## src/rtl/clock_step_ctrl_if.sv

```systemverilog
// clock_step_ctrl_if: mode controls in, tick/status out; master drives controls, slave is the controller
interface clock_step_ctrl_if #(parameter int CNT_W = 16);
  logic hzX;
  logic run_sw;
  logic step_btn;
  logic halt_req;
  logic resume;
  logic tick;
  logic [1:0] state;
  logic halted;
  logic stalled;
  logic [CNT_W-1:0] tick_count;
  modport master(output hzX, run_sw, step_btn, halt_req, resume,
                 input tick, state, halted, stalled, tick_count);
  modport slave(input hzX, run_sw, step_btn, halt_req, resume,
                output tick, state, halted, stalled, tick_count);
endinterface

```

## src/rtl/clock_step_ctrl.sv

```systemverilog
// clock_step_ctrl: turns divided-clock rises into one-cycle CPU ticks (run/step/halt)
// Optional step_btn debounce when STEP_DEBOUNCE_EN is defined.
module clock_step_ctrl #(
  parameter int CNT_W = 16,
  parameter int STALL_LIMIT = 255,
  parameter int DEBOUNCE_CYCLES = 16
) (
  input logic clk,
  input logic rst,
  clock_step_ctrl_if.slave bus
);
  localparam int WD_W = $clog2(STALL_LIMIT + 1);
  typedef enum logic [1:0] {RUN = 2'b00, MANUAL = 2'b01, STEP = 2'b10, HALT = 2'b11} state_t;
  if (STALL_LIMIT < 1 || DEBOUNCE_CYCLES < 1) begin : g_bad_param
    $error("clock_step_ctrl: STALL_LIMIT and DEBOUNCE_CYCLES must be >= 1");
  end
  state_t cur, nxt;
  logic hz_prev, btn_q, press, rise, active;
  logic tick_q, tick_d, halted_q, stalled_q;
  logic [WD_W-1:0] wd, wd_d;
  logic [CNT_W-1:0] cnt;
  assign rise = bus.hzX & ~hz_prev;
  assign active = cur == RUN || cur == STEP;
`ifdef STEP_DEBOUNCE_EN
  localparam int DB_W = $clog2(DEBOUNCE_CYCLES + 1);
  logic [DB_W-1:0] db_cnt;
  // counter saturates so a long hold yields exactly one press
  always_ff @(posedge clk)
    if (!rst) begin
      btn_q <= 1'b0;
      db_cnt <= '0;
    end else begin
      btn_q <= bus.step_btn;
      db_cnt <= !btn_q ? '0 : db_cnt == DB_W'(DEBOUNCE_CYCLES) ? db_cnt : db_cnt + 1'b1;
    end
  assign press = btn_q && db_cnt == DB_W'(DEBOUNCE_CYCLES - 1);
`else
  logic btn_prev;
  always_ff @(posedge clk)
    if (!rst) begin
      btn_q <= 1'b0;
      btn_prev <= 1'b0;
    end else begin
      btn_q <= bus.step_btn;
      btn_prev <= btn_q;
    end
  assign press = btn_q & ~btn_prev;
`endif
  always_ff @(posedge clk)
    cur <= !rst ? MANUAL : nxt;
  always_comb
    nxt = bus.halt_req ? HALT :
          cur == HALT ? (bus.resume ? (bus.run_sw ? RUN : MANUAL) : HALT) :
          cur == MANUAL ? (bus.run_sw ? RUN : press ? STEP : MANUAL) :
          cur == STEP ? (rise ? MANUAL : bus.run_sw ? RUN : STEP) :
          (bus.run_sw ? RUN : MANUAL);
  always_comb begin
    tick_d = !bus.halt_req && rise && active;
    wd_d = active && !rise ? (wd == WD_W'(STALL_LIMIT) ? wd : wd + 1'b1) : '0;
  end
  always_ff @(posedge clk)
    if (!rst) begin
      hz_prev <= 1'b1;
      tick_q <= 1'b0;
      halted_q <= 1'b0;
      stalled_q <= 1'b0;
      wd <= '0;
      cnt <= '0;
    end else begin
      hz_prev <= bus.hzX;
      tick_q <= tick_d;
      halted_q <= nxt == HALT;
      stalled_q <= wd_d == WD_W'(STALL_LIMIT);
      wd <= wd_d;
      cnt <= cnt + CNT_W'(tick_d);
    end
  assign bus.tick = tick_q;
  assign bus.state = cur;
  assign bus.halted = halted_q;
  assign bus.stalled = stalled_q;
  assign bus.tick_count = cnt;
endmodule

```

## src/flat_wrapper.sv

```systemverilog
// flat-port wrapper written by rule: the top's interface ports become plain ports
module clock_step_ctrl_flat 
#(
  parameter int CNT_W = 16,
  parameter int STALL_LIMIT = 255,
  parameter int DEBOUNCE_CYCLES = 16
)
  (clk, rst, bus_hzX, bus_run_sw, bus_step_btn, bus_halt_req, bus_resume, bus_tick, bus_state, bus_halted, bus_stalled, bus_tick_count);
  clock_step_ctrl_if #(.CNT_W(CNT_W)) bus_i ();
  input logic clk;
  input logic rst;
  input wire logic [$bits(bus_i.hzX)-1:0] bus_hzX;
  input wire logic [$bits(bus_i.run_sw)-1:0] bus_run_sw;
  input wire logic [$bits(bus_i.step_btn)-1:0] bus_step_btn;
  input wire logic [$bits(bus_i.halt_req)-1:0] bus_halt_req;
  input wire logic [$bits(bus_i.resume)-1:0] bus_resume;
  output wire logic [$bits(bus_i.tick)-1:0] bus_tick;
  output wire logic [$bits(bus_i.state)-1:0] bus_state;
  output wire logic [$bits(bus_i.halted)-1:0] bus_halted;
  output wire logic [$bits(bus_i.stalled)-1:0] bus_stalled;
  output wire logic [$bits(bus_i.tick_count)-1:0] bus_tick_count;
  assign bus_i.hzX = bus_hzX;
  assign bus_i.run_sw = bus_run_sw;
  assign bus_i.step_btn = bus_step_btn;
  assign bus_i.halt_req = bus_halt_req;
  assign bus_i.resume = bus_resume;
  assign bus_tick = bus_i.tick;
  assign bus_state = bus_i.state;
  assign bus_halted = bus_i.halted;
  assign bus_stalled = bus_i.stalled;
  assign bus_tick_count = bus_i.tick_count;
  clock_step_ctrl #(.CNT_W(CNT_W), .STALL_LIMIT(STALL_LIMIT), .DEBOUNCE_CYCLES(DEBOUNCE_CYCLES)) u_core (.clk(clk), .rst(rst), .bus(bus_i));
endmodule
```

## config.mk

```make
export PLATFORM = sky130hd
export DESIGN_NAME = clock_step_ctrl_flat
export DESIGN_NICKNAME = d
export VERILOG_FILES = /design/src/rtl/clock_step_ctrl_if.sv /design/src/rtl/clock_step_ctrl.sv /design/src/flat_wrapper.sv
export SDC_FILE = /design/constraint.sdc
export NUM_CORES = 1
export LEC_CHECK = 0
export ABC_AREA = 1
export CAP_MARGIN = 0
export CORE_MARGIN = 5
export CORE_UTILIZATION = 51
export CTS_CLUSTER_DIAMETER = 80
export DETAILED_ROUTE_END_ITERATION = 7
export PLACE_DENSITY = 0.81
export SYNTH_ARGS = -nofsm -noshare
export SYNTH_HDL_FRONTEND = slang
export SYNTH_SLANG_ARGS = --single-unit
```

## constraint.sdc

```tcl
create_clock -name clk -period 1.9 [get_ports clk]
set_input_delay 0.285 -clock clk [delete_from_list [all_inputs] [get_ports clk]]
set_output_delay 0.285 -clock clk [all_outputs]
set_load 0.01 [all_outputs]
```

==> run metrics <==
cell taking the most area after synthesis=sky130_fd_sc_hd__dfxtp_1; longest individual stage delay on the worst path=0.33 ns; fraction of power spent switching nets=0.2305; die boundary height=64.33 um; Most used DFF post-synth=sky130_fd_sc_hd__dfxtp_1; first-pass GRT wire length=5678 um; H-tree depth reported by CTS=2; Wirelength per Cell=11.87 um; setup repair after global routing missed its margin=true; Post-Synthesis Cells=215; Synth Cell Area=1505 um2; routed via count=1501; sum of buffers and inverters on the critical path=2; Max Clock Skew=0.007212 ns; routed wire length=3455 um; die area=4138 um2; filler cell count=223; total global routing overflow=0; unique cell type count in the Yosys netlist=27; growth of design area from synthesis to finish=33.50%; internal power=0.8983 mW; sort of element at the start of the critical path=register; Logic pwr share=0.064; share of Yosys cell area claimed by the top area cell type=0.4256; utilization after layout=0.7224; final net count=269; proportion of power drawn by the clock network=0.349; total power of the final layout=1.167 mW; routed via count divided by cell count=5.158; final instance count without filler cells=291; CP Capture Type=register; hold crit path type=input pin to register; number of DRC markers after the initial detailed-route iteration=107; highest achievable clock rate=560.2 MHz; required time of the critical path=2.18 ns; total nets after synthesis=225; Final Setup Violations=0; effective utilization at floorplan=0.5412; status=complete, no violations; headroom to the max-slew limit=0.8378; worst vdd ir=0.0005413 V; maximum count of clock buffers along a single path=2; All-Layer GR Usage=0.1721; Worst Hold Slack=0.1931 ns; transition time of the tightest slew-check pin=0.2434 ns; endpoints failing hold=0; remaining antenna violation count=0; leading cell type by number of instances after synthesis=sky130_fd_sc_hd__nand2_1; Worst path slowest cell=sky130_fd_sc_hd__dfxtp_2; register area share after synthesis=0.4256; switching pwr=0.2690 mW; number of placement rows=19; power density relative to cell area=580.9 nW/um2; last weighted congestion value of the routability-driven placer=0.8804; fraction of layout cells with a size suffix above 1=0.1692; Num CTS Buffers=5; final worst-path cycle share=0.9395; Chip Width=64.33 um; max-cap viol count=0; hpwl dp=2552 um; chain of cells forming the critical path=inv_2, nand2_2, nor3_2, ha_2, ha_4, nand2_4, nor2_4, buf_6, nand4_1, o21ai_1, nand2_1, nor2_1; DRC errors left=0; root buffer cell=sky130_fd_sc_hd__clkbuf_4; TritonCTS clock tree=built; crit path setup slack, layout=0.1149 ns; Post-Place Cells=280; class of the most critical setup path=register to register; share of async-settable or async-resettable flops after synthesis=0; Reg power frac=0.587; average size of a mapped cell=7.001 um2; clk slew on worst S/H paths=0.09 ns; worst slack after detailed placement=-0.2996 ns; crit path max fanout=3; delay-heaviest family, CP=simple AND/OR/NAND/NOR gates; number of global-route vias before repair=1413; warnings from Yosys=0; Leakage Power=0.8970 nW; worst endpoint data arrival time=2.07 ns; number of antenna repair diodes=0; clock period minus final worst setup slack=1.785 ns; biggest area contributors in the synthesized netlist=sky130_fd_sc_hd__dfxtp_1 43%, sky130_fd_sc_hd__nand2_1 10%, sky130_fd_sc_hd__nor2_1 8.2%; number of detailed-route iterations in the first pass=4; clock latency on the worst-skew pair=0.34 ns; fin. max-slew vios=0; #FFs+latches synth=32; Post-synth EDFFs=0; core box area=2781 um2; number of placed I/O pins=28; Commonest cells post-synth=41 x sky130_fd_sc_hd__nand2_1, 33 x sky130_fd_sc_hd__nor2_1, 32 x sky130_fd_sc_hd__dfxtp_1, 32 x sky130_fd_sc_hd__inv_1; total clock sinks=32; pin count of the biggest net entering global routing=14; number of I/O port buffers=27; antenna violations before repair=0
## path summary, 6_finish.rpt
check | from | endpoint | slack (ns) | depth (start not counted)
setup / recovery | u_core.hz_prev | u_core.bus.tick_count[14] | 0.11 | 12
hold / removal | bus_hzX | u_core.hz_prev | 0.19 | 2
setup reg to reg | u_core.hz_prev | u_core.bus.tick_count[14] | 0.11 | 12
hold reg to reg | u_core.btn_q | u_core.btn_prev | 0.45 | 2
## kinds of logic after synthesis
logic type | synth area share
AOI/OAI and AO/OA | 0.1081
xor gates and xnor gates | 0.005820
and+or+nand+nor | 0.3383
adders and majority gates | 0.02494
buffers and inverters | 0.09726
DFF | 0.4256
## what timing repair did
action	in CTS	in global routing
gates resized for setup	0	15
hold buffers	0	0
buffers inserted	0	3
endpoints found under the setup margin	0	3
## power groups by stage
stage | combinational, mW | clock (mW) | sequential [mW]
after floorplan | 0.0309 | 0 | 0.702
after global placement | 0.0710 | 0 | 0.700
after detailed placement | 0.0723 | 0 | 0.700
after CTS | 0.0728 | 0.418 | 0.685
after global routing | 0.0824 | 0.458 | 0.687
final | 0.0745 | 0.408 | 0.685
## area by class of cell
| type | instances | area [um2] | area share |
|---|---|---|---|
| flip-flops and latches | 32 | 641.9 | 0.3194 |
| well taps | 31 | 38.79 | 0.01930 |
| multi-input cells | 144 | 764.5 | 0.3804 |
| repair buffers | 39 | 366.6 | 0.1824 |
| inverters | 37 | 138.9 | 0.06912 |
| clock buffers | 8 | 58.81 | 0.02927 |
## sequential cells by signal, indices dropped and copies added, names as in the netlist
name and count:
u_core.bus.tick_count 16, u_core.wd 8, u_core.bus.state 2, u_core.btn_prev 1
u_core.btn_q 1, u_core.bus.halted 1, u_core.bus.stalled 1, u_core.bus.tick 1
u_core.hz_prev 1
## cell usage in the layout (no fill, tap or decap), types with 3 or more instances in the layout
master,n
sky130_fd_sc_hd__clkbuf_4,5
sky130_fd_sc_hd__buf_4,11
sky130_fd_sc_hd__clkdlybuf4s50_1,26
sky130_fd_sc_hd__o21ai_1,4
sky130_fd_sc_hd__inv_2,6
sky130_fd_sc_hd__nand2_1,38
sky130_fd_sc_hd__nor3_1,5
sky130_fd_sc_hd__o21ai_0,6
sky130_fd_sc_hd__a21oi_1,13
sky130_fd_sc_hd__dfxtp_1,31
sky130_fd_sc_hd__nand2_2,6
sky130_fd_sc_hd__nor2_4,3
sky130_fd_sc_hd__nor2_1,32
sky130_fd_sc_hd__nand4_1,3
sky130_fd_sc_hd__inv_1,31
sky130_fd_sc_hd__nand3_1,13
## worst register-to-register path, cell delays in order (launching register included)
cell and delay (ns):
sky130_fd_sc_hd__dfxtp_2 0.33, sky130_fd_sc_hd__inv_2 0.04, sky130_fd_sc_hd__nand2_2 0.05, sky130_fd_sc_hd__nor3_2 0.18, sky130_fd_sc_hd__ha_2 0.23, sky130_fd_sc_hd__ha_4 0.15
sky130_fd_sc_hd__nand2_4 0.05, sky130_fd_sc_hd__nor2_4 0.15, sky130_fd_sc_hd__buf_6 0.11, sky130_fd_sc_hd__nand4_1 0.15, sky130_fd_sc_hd__o21ai_1 0.17, sky130_fd_sc_hd__nand2_1 0.06
sky130_fd_sc_hd__nor2_1 0.07
## through the flow
stage               cell area [um2]  setup TNS [ns]
detailed placement             1874          -1.262
global route                   2009        -0.02540
CTS                            1933               0
floorplan                      1505               0
finish                         2009               0
global placement               1874          -1.061
## metal layers
metal | routed length, um | vias up | global-route usage
li1 | - | 767 | -
met1 | 1463 | 689 | 0.1784
met5 | 0 | - | 0
met2 | 1747 | 37 | 0.3035
met4 | 86 | 0 | 0.1043
met3 | 158 | 8 | 0.04729
Note: power is estimated with default switching activity, not from simulation.
